**src/rtl/ps2_kbd_event_fifo.sv**
```systemverilog
// PS/2 set-2 scancode decoder feeding a first-word-fall-through key event FIFO.
// Event format is {ext, rel, code[7:0]}; overflow and receive errors are tracked for software.
module ps2_kbd_event_fifo #(
  parameter int unsigned DEPTH = 16,
  parameter int unsigned CW    = $clog2(DEPTH) + 1
) (
  input  logic          clk,
  input  logic          reset_i,
  input  logic [7:0]    ps2_code_i,
  input  logic          ps2_strobe_i,
  input  logic          ps2_err_i,
  input  logic          rd_i,
  input  logic          flush_i,
  input  logic          clr_i,
  output logic [9:0]    event_o,
  output logic          valid_o,
  output logic [CW-1:0] count_o,
  output logic          overflow_o,
  output logic [7:0]    err_cnt_o
);

  localparam int unsigned AW      = $clog2(DEPTH);
  localparam logic [CW-1:0] FullCnt = CW'(DEPTH);

  typedef enum logic [2:0] {StIdle, StExt, StBrk, StExtBrk, StPause} state_e;

  state_e        state_q, state_d;
  logic [2:0]    skip_q, skip_d;
  logic          push;
  logic [9:0]    push_data;

  logic [9:0]    mem [DEPTH];
  logic [AW-1:0] wr_ptr_q, rd_ptr_q;
  logic [CW-1:0] count_q, count_d;
  logic          valid_q;
  logic          overflow_q;
  logic [7:0]    err_cnt_q;

  logic          full, pop_ok, push_ok, drop;

  // Decoder next state: prefixes accumulate until a terminating byte produces one event
  always_comb begin
    state_d   = state_q;
    skip_d    = skip_q;
    push      = 1'b0;
    push_data = '0;
    if (ps2_err_i) begin
      // A corrupted byte invalidates any partially received prefix
      state_d = StIdle;
      skip_d  = '0;
    end else if (ps2_strobe_i) begin
      case (state_q)
        StIdle: begin
          if (ps2_code_i == 8'hE0) begin
            state_d = StExt;
          end else if (ps2_code_i == 8'hF0) begin
            state_d = StBrk;
          end else if (ps2_code_i == 8'hE1) begin
            state_d = StPause;
            skip_d  = 3'd7;
          end else begin
            push      = 1'b1;
            push_data = {2'b00, ps2_code_i};
          end
        end
        StExt: begin
          if (ps2_code_i == 8'hF0) begin
            state_d = StExtBrk;
          end else if (ps2_code_i != 8'hE0) begin
            push      = 1'b1;
            push_data = {2'b10, ps2_code_i};
            state_d   = StIdle;
          end
        end
        StBrk: begin
          if (ps2_code_i == 8'hE0) begin
            state_d = StExtBrk;
          end else if (ps2_code_i != 8'hF0) begin
            push      = 1'b1;
            push_data = {2'b01, ps2_code_i};
            state_d   = StIdle;
          end
        end
        StExtBrk: begin
          if ((ps2_code_i != 8'hE0) && (ps2_code_i != 8'hF0)) begin
            push      = 1'b1;
            push_data = {2'b11, ps2_code_i};
            state_d   = StIdle;
          end
        end
        StPause: begin
          // The 8-byte Pause sequence collapses to a single extended E1 event
          skip_d = skip_q - 3'd1;
          if (skip_q <= 3'd1) begin
            push      = 1'b1;
            push_data = {2'b10, 8'hE1};
            state_d   = StIdle;
            skip_d    = '0;
          end
        end
        default: begin
          state_d = StIdle;
          skip_d  = '0;
        end
      endcase
    end
  end

  // Decoder state register; flush also abandons any prefix in progress
  always_ff @(posedge clk) begin
    if (reset_i || flush_i) begin
      state_q <= StIdle;
      skip_q  <= '0;
    end else begin
      state_q <= state_d;
      skip_q  <= skip_d;
    end
  end

  // FIFO handshake: a full FIFO still accepts a push when the same cycle pops
  always_comb begin
    full    = (count_q == FullCnt);
    pop_ok  = rd_i && valid_q && !flush_i;
    push_ok = push && !flush_i && (!full || pop_ok);
    drop    = push && !flush_i && full && !pop_ok;
    count_d = count_q;
    if (flush_i) begin
      count_d = '0;
    end else if (push_ok && !pop_ok) begin
      count_d = count_q + CW'(1);
    end else if (pop_ok && !push_ok) begin
      count_d = count_q - CW'(1);
    end
  end

  // Storage array; no reset needed since the pointers define what is live
  always_ff @(posedge clk) begin
    if (push_ok) begin
      mem[wr_ptr_q] <= push_data;
    end
  end

  // Pointers and occupancy
  always_ff @(posedge clk) begin
    if (reset_i || flush_i) begin
      wr_ptr_q <= '0;
      rd_ptr_q <= '0;
      count_q  <= '0;
      valid_q  <= 1'b0;
    end else begin
      if (push_ok) wr_ptr_q <= wr_ptr_q + AW'(1);
      if (pop_ok)  rd_ptr_q <= rd_ptr_q + AW'(1);
      count_q <= count_d;
      valid_q <= (count_d != '0);
    end
  end

  // Sticky status; a new overflow or error beats a simultaneous clear
  always_ff @(posedge clk) begin
    if (reset_i) begin
      overflow_q <= 1'b0;
      err_cnt_q  <= '0;
    end else begin
      if (drop) begin
        overflow_q <= 1'b1;
      end else if (clr_i) begin
        overflow_q <= 1'b0;
      end
      if (ps2_err_i) begin
        if (clr_i) begin
          err_cnt_q <= 8'd1;
        end else if (err_cnt_q != 8'hFF) begin
          err_cnt_q <= err_cnt_q + 8'd1;
        end
      end else if (clr_i) begin
        err_cnt_q <= '0;
      end
    end
  end

  assign event_o    = valid_q ? mem[rd_ptr_q] : '0;
  assign valid_o    = valid_q;
  assign count_o    = count_q;
  assign overflow_o = overflow_q;
  assign err_cnt_o  = err_cnt_q;

endmodule
```
**config.mk**
```make
export PLATFORM = sky130hd
export DESIGN_NAME = ps2_kbd_event_fifo
export DESIGN_NICKNAME = d
export VERILOG_FILES = /design/src/rtl/ps2_kbd_event_fifo.sv
export SDC_FILE = /design/constraint.sdc
export NUM_CORES = 1
export LEC_CHECK = 0
export ABC_AREA = 1
export BUFFER_PORTS_ARGS = -buffer_cell sky130_fd_sc_hd__buf_4
export CAP_MARGIN = 20
export CORE_MARGIN = 10
export CORE_UTILIZATION = 45
export CTS_BUF_LIST = sky130_fd_sc_hd__clkbuf_16
export DETAILED_ROUTE_END_ITERATION = 8
export PLACE_DENSITY = 0.64
export SYNTH_ARGS = -nofsm -noshare
export SYNTH_HDL_FRONTEND = slang
export SYNTH_SLANG_ARGS = --single-unit
export TNS_END_PERCENT = 50
```
**constraint.sdc**
```tcl
create_clock -name clk -period 5.6 [get_ports clk]
set_input_delay 0.56 -clock clk [delete_from_list [all_inputs] [get_ports clk]]
set_output_delay 0.56 -clock clk [all_outputs]
set_load 0.1 [all_outputs]
```
==> flow_metrics.py, run 1 <==
metrics = {
    "min_path": {
        "hold_class": "in -> reg",
        "hold_start": "reset_i",
        "min_path_cells": 2,
        "min_to": "err_cnt_o[0]$_SDFFE_PP0P_",
    },
    "clock_network": {
        "clock_latency_ns": 0.43,
        "numClockSinks": 193,
        "clkSlewWorstSetupHoldPaths_ns": 0.07,
        "postCtsSetupBuffers": 0,
        "clk_path_buf_depth": 2,
        "cts_hold_buf": 0,
        "numCtsBuffers": 17,
        "cts_resized": 0,
        "cts_max_level": 4,
        "cts_root_buffer": "clkbuf_16",
        "cts_tree": "done",
    },
    "timing": {
        "finClkSkew_ns": 0.00975,
        "worstMarginPinSlew_ns": 1.09,
        "max_freq_ghz": 0.275,
        "finalMaxSlewViolations": 0,
        "fin_crit_sh_pct": 64.8,
        "period_needed_ns": 3.63,
        "rsz0062_at_grt": "no",
        "setup_viol_count_final": 0,
        "slew_headroom_pct": 27.2,
        "holdWs_ns": 0.366,
        "fin_tns_setup_ns": 0,
        "hold_violations": 0,
    },
    "logic_synthesis": {
        "synth-compound-area-share_pct": 14.6,
        "postSynthAreaPerCell_um2": 11.1,
        "synth_edf_count": 160,
        "syn_area_um2": 8280,
        "synth-xor-area-share_pct": 0.529,
        "ys_ff_latch": 193,
        "synthesis.nets": 768,
        "synthCells": 743,
        "synth_top_area_share_pct": 58.0,
        "yosysWarnings": 0,
        "yosys-mux-area-fraction_pct": 0,
        "synth_top_family_by_area": "compound AO/OA/AOI/OAI gates",
        "synthDistinctLibCells": 41,
        "synth_area_leaders": "edfxtp_1, dfxtp_1, nor2_1",
        "ys_seq_area_share_pct": 66.0,
        "yosys.area_share.simple_pct": 13.5,
        "ys_async_sr_fraction_pct": 0,
        "ys.flop_type": "edfxtp_1",
        "synth-adder-area-share_pct": 1.51,
        "yosysTopAreaCell": "edfxtp_1",
    },
    "status": {
        "status": "finished clean",
    },
    "worst_setup_path": {
        "required_ns": 5.04,
        "r2r_end": "mem[4][5]$_DFFE_PP_",
        "r2r_slack_ns": 2.78,
        "path_class": "reg -> out",
        "arrival_ns": 3.07,
        "startpoint_type": "register",
        "critPathCaptureType": "primary output",
        "ff2ff_path_depth": 9,
        "path_max_fanout": 41,
        "reg2reg_from": "skip_q[0]$_SDFFE_PP0P_",
    },
    "drt": {
        "drt_iter0_drc": 606,
        "drc": 0,
        "viasPerCell": 5.75,
        "routed_wl_mm": 20.4,
        "dr_total_vias": 5956,
        "drt_pass1_iterations": 5,
        "drt-wirelength-per-cell_um": 19.7,
        "postRouteAntennaNets": 0,
    },
    "cells_and_area": {
        "final_cell_mix": "edfxtp_1, nor2_1, o21ai_0, buf_4, nand2_1",
        "drive_above_1_share_pct": 15.9,
        "fin_nets": 818,
        "final_common_cell": "edfxtp_1",
        "layoutNonFillerInstCount": 1035,
        "area_growth_pct": 14.8,
        "num_antenna_cells": 0,
    },
    "floorplanning": {
        "io_pins": 40,
        "die-area_um2": 24200,
        "start_util_pct": 45.9,
        "fp.coreArea_um2": 18000,
        "die_w_um": 156,
        "die-height_um": 156,
        "rows": 49,
    },
    "power_and_ir_drop": {
        "ir_worst_vdd_v": 0.000236,
        "leakagePower_nw": 3.39,
        "total_power_mw": 2.84,
        "powerDensity_nw_per_um2": 299,
    },
    "flow_run": {
        "drv_cap": 0,
    },
    "placed_design": {
        "hpwl_mm": 13.3,
        "port_buffers": 39,
        "gp_congestion": 0.932,
        "dp.cells": 998,
    },
    "grt": {
        "grt_first_pass_wirelength_mm": 32.7,
        "grt_usage_pct": 17.1,
        "grt_antenna_before_repair": 0,
        "grt_pass1_vias": 6074,
        "grt_overflow": 0,
        "grt_max_degree": 81,
    },
}
[power by group]
part	switching, mW	leakage, nW	internal (mW)
Clock	0.513	0.299	0.646
Sequential	0.00430	1.76	1.55
Combinational	0.0928	1.33	0.0336
Total	0.610	3.39	2.23
[critical path, stage by stage (launching register included)]
cell and delay [ns]:
dfxtp_1 0.30, buf_4 0.27, inv_1 0.44, buf_4 0.38
o21ai_0 0.15, o221ai_1 0.32, o211ai_1 0.19, a21oi_1 0.23
buf_4 0.34
[flip-flops by register name, indices dropped and copies added (netlist names), named ones only]
signal,count
mem,160
rd_ptr_q,4
skip_q,3
wr_ptr_q,4
count_o,5
valid_o,1
overflow_o,1
err_cnt_o,8
state_q,3
[Yosys cell counts, types with 4 or more instances]
cell and number:
nand3_1 24, dfxtp_1 33, o211ai_1 16, clkbuf_1 30, inv_1 44, inv_2 8
o221ai_1 25, a21oi_1 32, nor2_2 8, nand2_1 57, edfxtp_1 160, nand2_2 5
o22ai_1 16, ha_1 10, nor2_1 136, o21ai_0 98, xor2_1 4
[final cells by class]
class / count / area [um2]
Clock buffer: 20 / 500
Clock inverter: 12 / 76.3
Fill cell: 1566 / 8520
Inverter: 55 / 206
Multi-Input combinational cell: 464 / 2490
Sequential cell: 193 / 5470
Tap cell: 229 / 287
Timing Repair Buffer: 62 / 478
[per-layer routing]
metal	part of all wire (%)	GRT usage (%)	up-vias
met5	0	0	-
met4	2.4	7.13	0
met3	6.5	3.56	35
met2	48	27.7	260
met1	43	21.9	2882
li1	-	-	2779
[metrics by stage]
stage                     worst slack (ns)  area, um2  util (%)
after floorplan                       2.08       8280         -
after global placement                2.47       8870      49.2
after detailed placement              2.48       8880      49.2
after global routing                  1.79       9500      52.7
final                                 1.97       9500      52.7
after CTS                             1.99       9450      52.4
[worst max path at each step]
stage | from | end | slack, ns
6_report | register | event_o[2] | 1.97
2_1_floorplan | valid_o$_SDFF_PP0_ | event_o[0] | 2.08
4_1_cts | register | event_o[2] | 1.99
3_3_place_gp | register | event_o[2] | 2.47
3_5_place_dp | register | event_o[2] | 2.48
5_1_grt | register | event_o[2] | 1.79
[logic make-up (layout without fill, tap and decap cells)]
group / after synthesis / after routing
simple gates: 249 / 249
compound gates: 200 / 200
flops: 193 / 193
buf+inv: 86 / 149
fa+ha+maj: 10 / 10
xor+xnor: 5 / 5
(Power assumes the default switching activity.)
==> inputs of run 2 (changes only) <==
--- a/config.mk
+++ b/config.mk
@@ -5,7 +5,7 @@
 export SDC_FILE = /design/constraint.sdc
 export NUM_CORES = 1
 export LEC_CHECK = 0
-export ABC_AREA = 1
+export ABC_AREA = 0
 export BUFFER_PORTS_ARGS = -buffer_cell sky130_fd_sc_hd__buf_4
 export CAP_MARGIN = 20
 export CORE_MARGIN = 10
==> constraint.sdc (replaced) <==
create_clock -name clk -period 3.4 [get_ports clk]
set_input_delay 0.34 -clock clk [delete_from_list [all_inputs] [get_ports clk]]
set_output_delay 0.34 -clock clk [all_outputs]
set_load 0.1 [all_outputs]
==> run 2 against run 1 <==
Compared with the run above: critical path depth is 3 lower; combinational power is 33% higher; area after synthesis is 3.4% lower; design area is 2.2% lower; clock power is 71% higher; die area is 3.0% lower; setup slack worse by 1.5 ns; count of clock-buffer cells in the layout is 3 lower; global-route usage is 2.6 points lower; utilization is 0.82 points higher; sequential power is 65% higher; critical endpoint is now event_o[5]; first-iteration DRC count is 40% lower.
==> flow_metrics.py, run 2 <==
metrics = {
    "drt": {
        "wl_met2_mm": 8.52,
        "drc": 0,
        "drt-wirelength-per-cell_um": 21.5,
        "postRouteAntennaNets": 0,
        "dr_total_vias": 4341,
        "top_layer_used": "met4",
        "drt_iter0_drc": 364,
        "drt-met1-wl_mm": 7.32,
        "routed_wl_mm": 16.7,
        "drt_pass1_iterations": 7,
        "route.met3.wl_um": 674,
        "viasPerCell": 5.59,
    },
    "timing": {
        "period_needed_ns": 2.92,
        "fin_crit_sh_pct": 86.0,
        "max_freq_ghz": 0.342,
        "rsz0062_at_grt": "no",
        "finClkSkew_ns": 0.0109,
        "fin_tns_setup_ns": 0,
        "finalMaxSlewViolations": 0,
        "worstMarginPinSlew_ns": 0.932,
        "slew_headroom_pct": 37.6,
        "hold_violations": 0,
        "setup_viol_count_final": 0,
    },
    "clock_network": {
        "cts_tree": "done",
        "cts_max_level": 4,
        "postCtsSetupBuffers": 0,
        "numCtsBuffers": 17,
        "cts_hold_buf": 0,
        "clk_path_buf_depth": 2,
        "numClockSinks": 193,
        "cts_resized": 0,
        "cts_root_buffer": "clkbuf_16",
        "clkSlewWorstSetupHoldPaths_ns": 0.07,
        "clock_latency_ns": 0.42,
    },
    "worst_setup_path": {
        "startpoint_type": "register",
        "path_max_fanout": 40,
        "arrival_ns": 2.58,
        "path_class": "reg -> out",
        "worst-path-buf-inv": 2,
        "cp_common_cell": "mux4_2",
        "required_ns": 3.06,
        "critPathCaptureType": "primary output",
        "cp_top_family": "multiplexers",
        "crit_path_cell_trace": "buf_12 -> mux4_2 -> mux4_2 -> and2_1 -> buf_4",
        "critPathSlowestCell": "mux4_2",
        "critical-path-max-stage-delay_ns": 0.56,
    },
    "flow_run": {
        "drv_cap": 0,
    },
    "power_and_ir_drop": {
        "leakagePower_nw": 2.99,
        "powerDensity_nw_per_um2": 506,
        "ir_worst_vdd_v": 0.000346,
    },
    "logic_synthesis": {
        "ys_seq_area_share_pct": 68.4,
        "synth_top_area_share_pct": 60.1,
        "postSynthAreaPerCell_um2": 16.8,
        "synth-adder-area-share_pct": 1.57,
        "synth_area_leaders": "edfxtp_1, mux4_2, dfxtp_1",
        "yosys-top-cells-count": "edfxtp_1, mux4_2, nor2_1, dfxtp_1, nand2_1",
        "yosys.area_share.simple_pct": 7.78,
        "ys_ff_latch": 193,
        "yosysTopAreaCell": "edfxtp_1",
        "synth-compound-area-share_pct": 4.81,
        "ys_async_sr_fraction_pct": 0,
        "synth.most_common_cell": "edfxtp_1",
        "yosys-mux-area-fraction_pct": 14.3,
        "syn_area_um2": 7990,
        "synth_edf_count": 160,
        "ys.flop_type": "edfxtp_1",
        "synth_top_family_by_area": "multiplexers",
        "synthCells": 476,
        "synthDistinctLibCells": 55,
        "synth-xor-area-share_pct": 1.42,
        "synthesis.nets": 501,
        "yosysWarnings": 0,
    },
    "min_path": {
        "hold_class": "in -> reg",
    },
    "cells_and_area": {
        "regMostFlops": "mem",
        "drive_above_1_share_pct": 28.5,
        "final_util_pct": 53.5,
        "largest_reg_flops": 160,
        "stdcell_area_um2": 9290,
        "final_cell_mix": "edfxtp_1, buf_4, mux4_2, nor2_1, dfxtp_1",
        "fin_nets": 564,
        "area_growth_pct": 16.2,
        "final_common_cell": "edfxtp_1",
    },
    "grt": {
        "grt_max_degree": 41,
        "grt_first_pass_wirelength_mm": 26.4,
        "grt_pass1_vias": 4517,
        "grt_antenna_before_repair": 0,
        "grt_usage_pct": 14.5,
        "grt_overflow": 0,
    },
    "placed_design": {
        "port_buffers": 39,
        "placement.cell_area_um2": 8690,
        "gp_congestion": 0.819,
        "hpwl_mm": 11.0,
    },
    "floorplanning": {
        "fp.coreArea_um2": 17400,
        "start_util_pct": 46.1,
        "die-height_um": 153,
        "rows": 48,
        "die-area_um2": 23500,
        "die_w_um": 153,
        "io_pins": 40,
    },
    "status": {
        "status": "finished clean",
    },
}
[run 2: cell count changes in the layout (fill, tap and decap cells not counted), sizes merged, moves of 6 or more]
| cell | delta |
|---|---|
| o22ai | -13 |
| nand3 | -19 |
| a21oi | -15 |
| inv | -42 |
| o21ai | -89 |
| o211ai | -15 |
| nor2 | -101 |
| nand2 | -44 |
| mux4 | +50 |
| o221ai | -25 |
| and2 | +14 |
| or3 | +6 |
[run 2: per-layer routing]
layer	global-route usage, %	up-vias
met5	0	-
met3	3.17	15
li1	-	2004
met2	24.0	113
met1	18.7	2209
met4	4.00	0
[run 2: worst paths after layout]
check | from | to | slack (ns) | cells past startpoint
setup / recovery | register | event_o[5] | 0.48 | 5
hold / removal | reset_i | err_cnt_o[0]$_SDFFE_PP0P_ | 0.1 | 2
setup reg to reg | state_q[2]$_SDFFE_PP0P_ | mem[0][8]$_DFFE_PP_ | 0.86 | 5
hold reg to reg | skip_q[1]$_SDFFE_PP0P_ | skip_q[1]$_SDFFE_PP0P_ | 0.48 | 2
[run 2: final cells by class]
class	instances	area, um2
Timing Repair Buffer	65	513
Tap cell	225	282
Inverter	11	41.3
Clock inverter	14	164
Clock buffer	17	425
Multi-Input combinational cell	251	2400
Fill cell	1380	8060
Antenna cell	1	2.50
Sequential cell	193	5470
[run 2: cells by family after synthesis]
group / after synthesis
AOI/OAI and AO/OA: 53
and+or+nand+nor: 123
xor gates and xnor gates: 13
adders and majority gates: 10
buffers and inverters: 32
DFF: 193
muxes: 52
[run 2: report_power, final]
part	switching, mW	leakage, nW	internal, mW
logic	0.113	1.02	0.0549
clock network	0.830	0.288	1.15
registers	0.00576	1.68	2.55
total	0.949	2.99	3.76
[run 2: per-stage QoR]
step	hold WS (ns)	total power, mW	setup WS, ns	std cells
global placement	0.457	2.77	0.899	744
CTS	0.0776	4.75	0.418	775
finish	0.0958	4.71	0.475	777
detailed placement	0.473	2.78	0.886	744
global route	0.107	4.86	0.385	776
floorplan	0.409	2.72	0.188	476
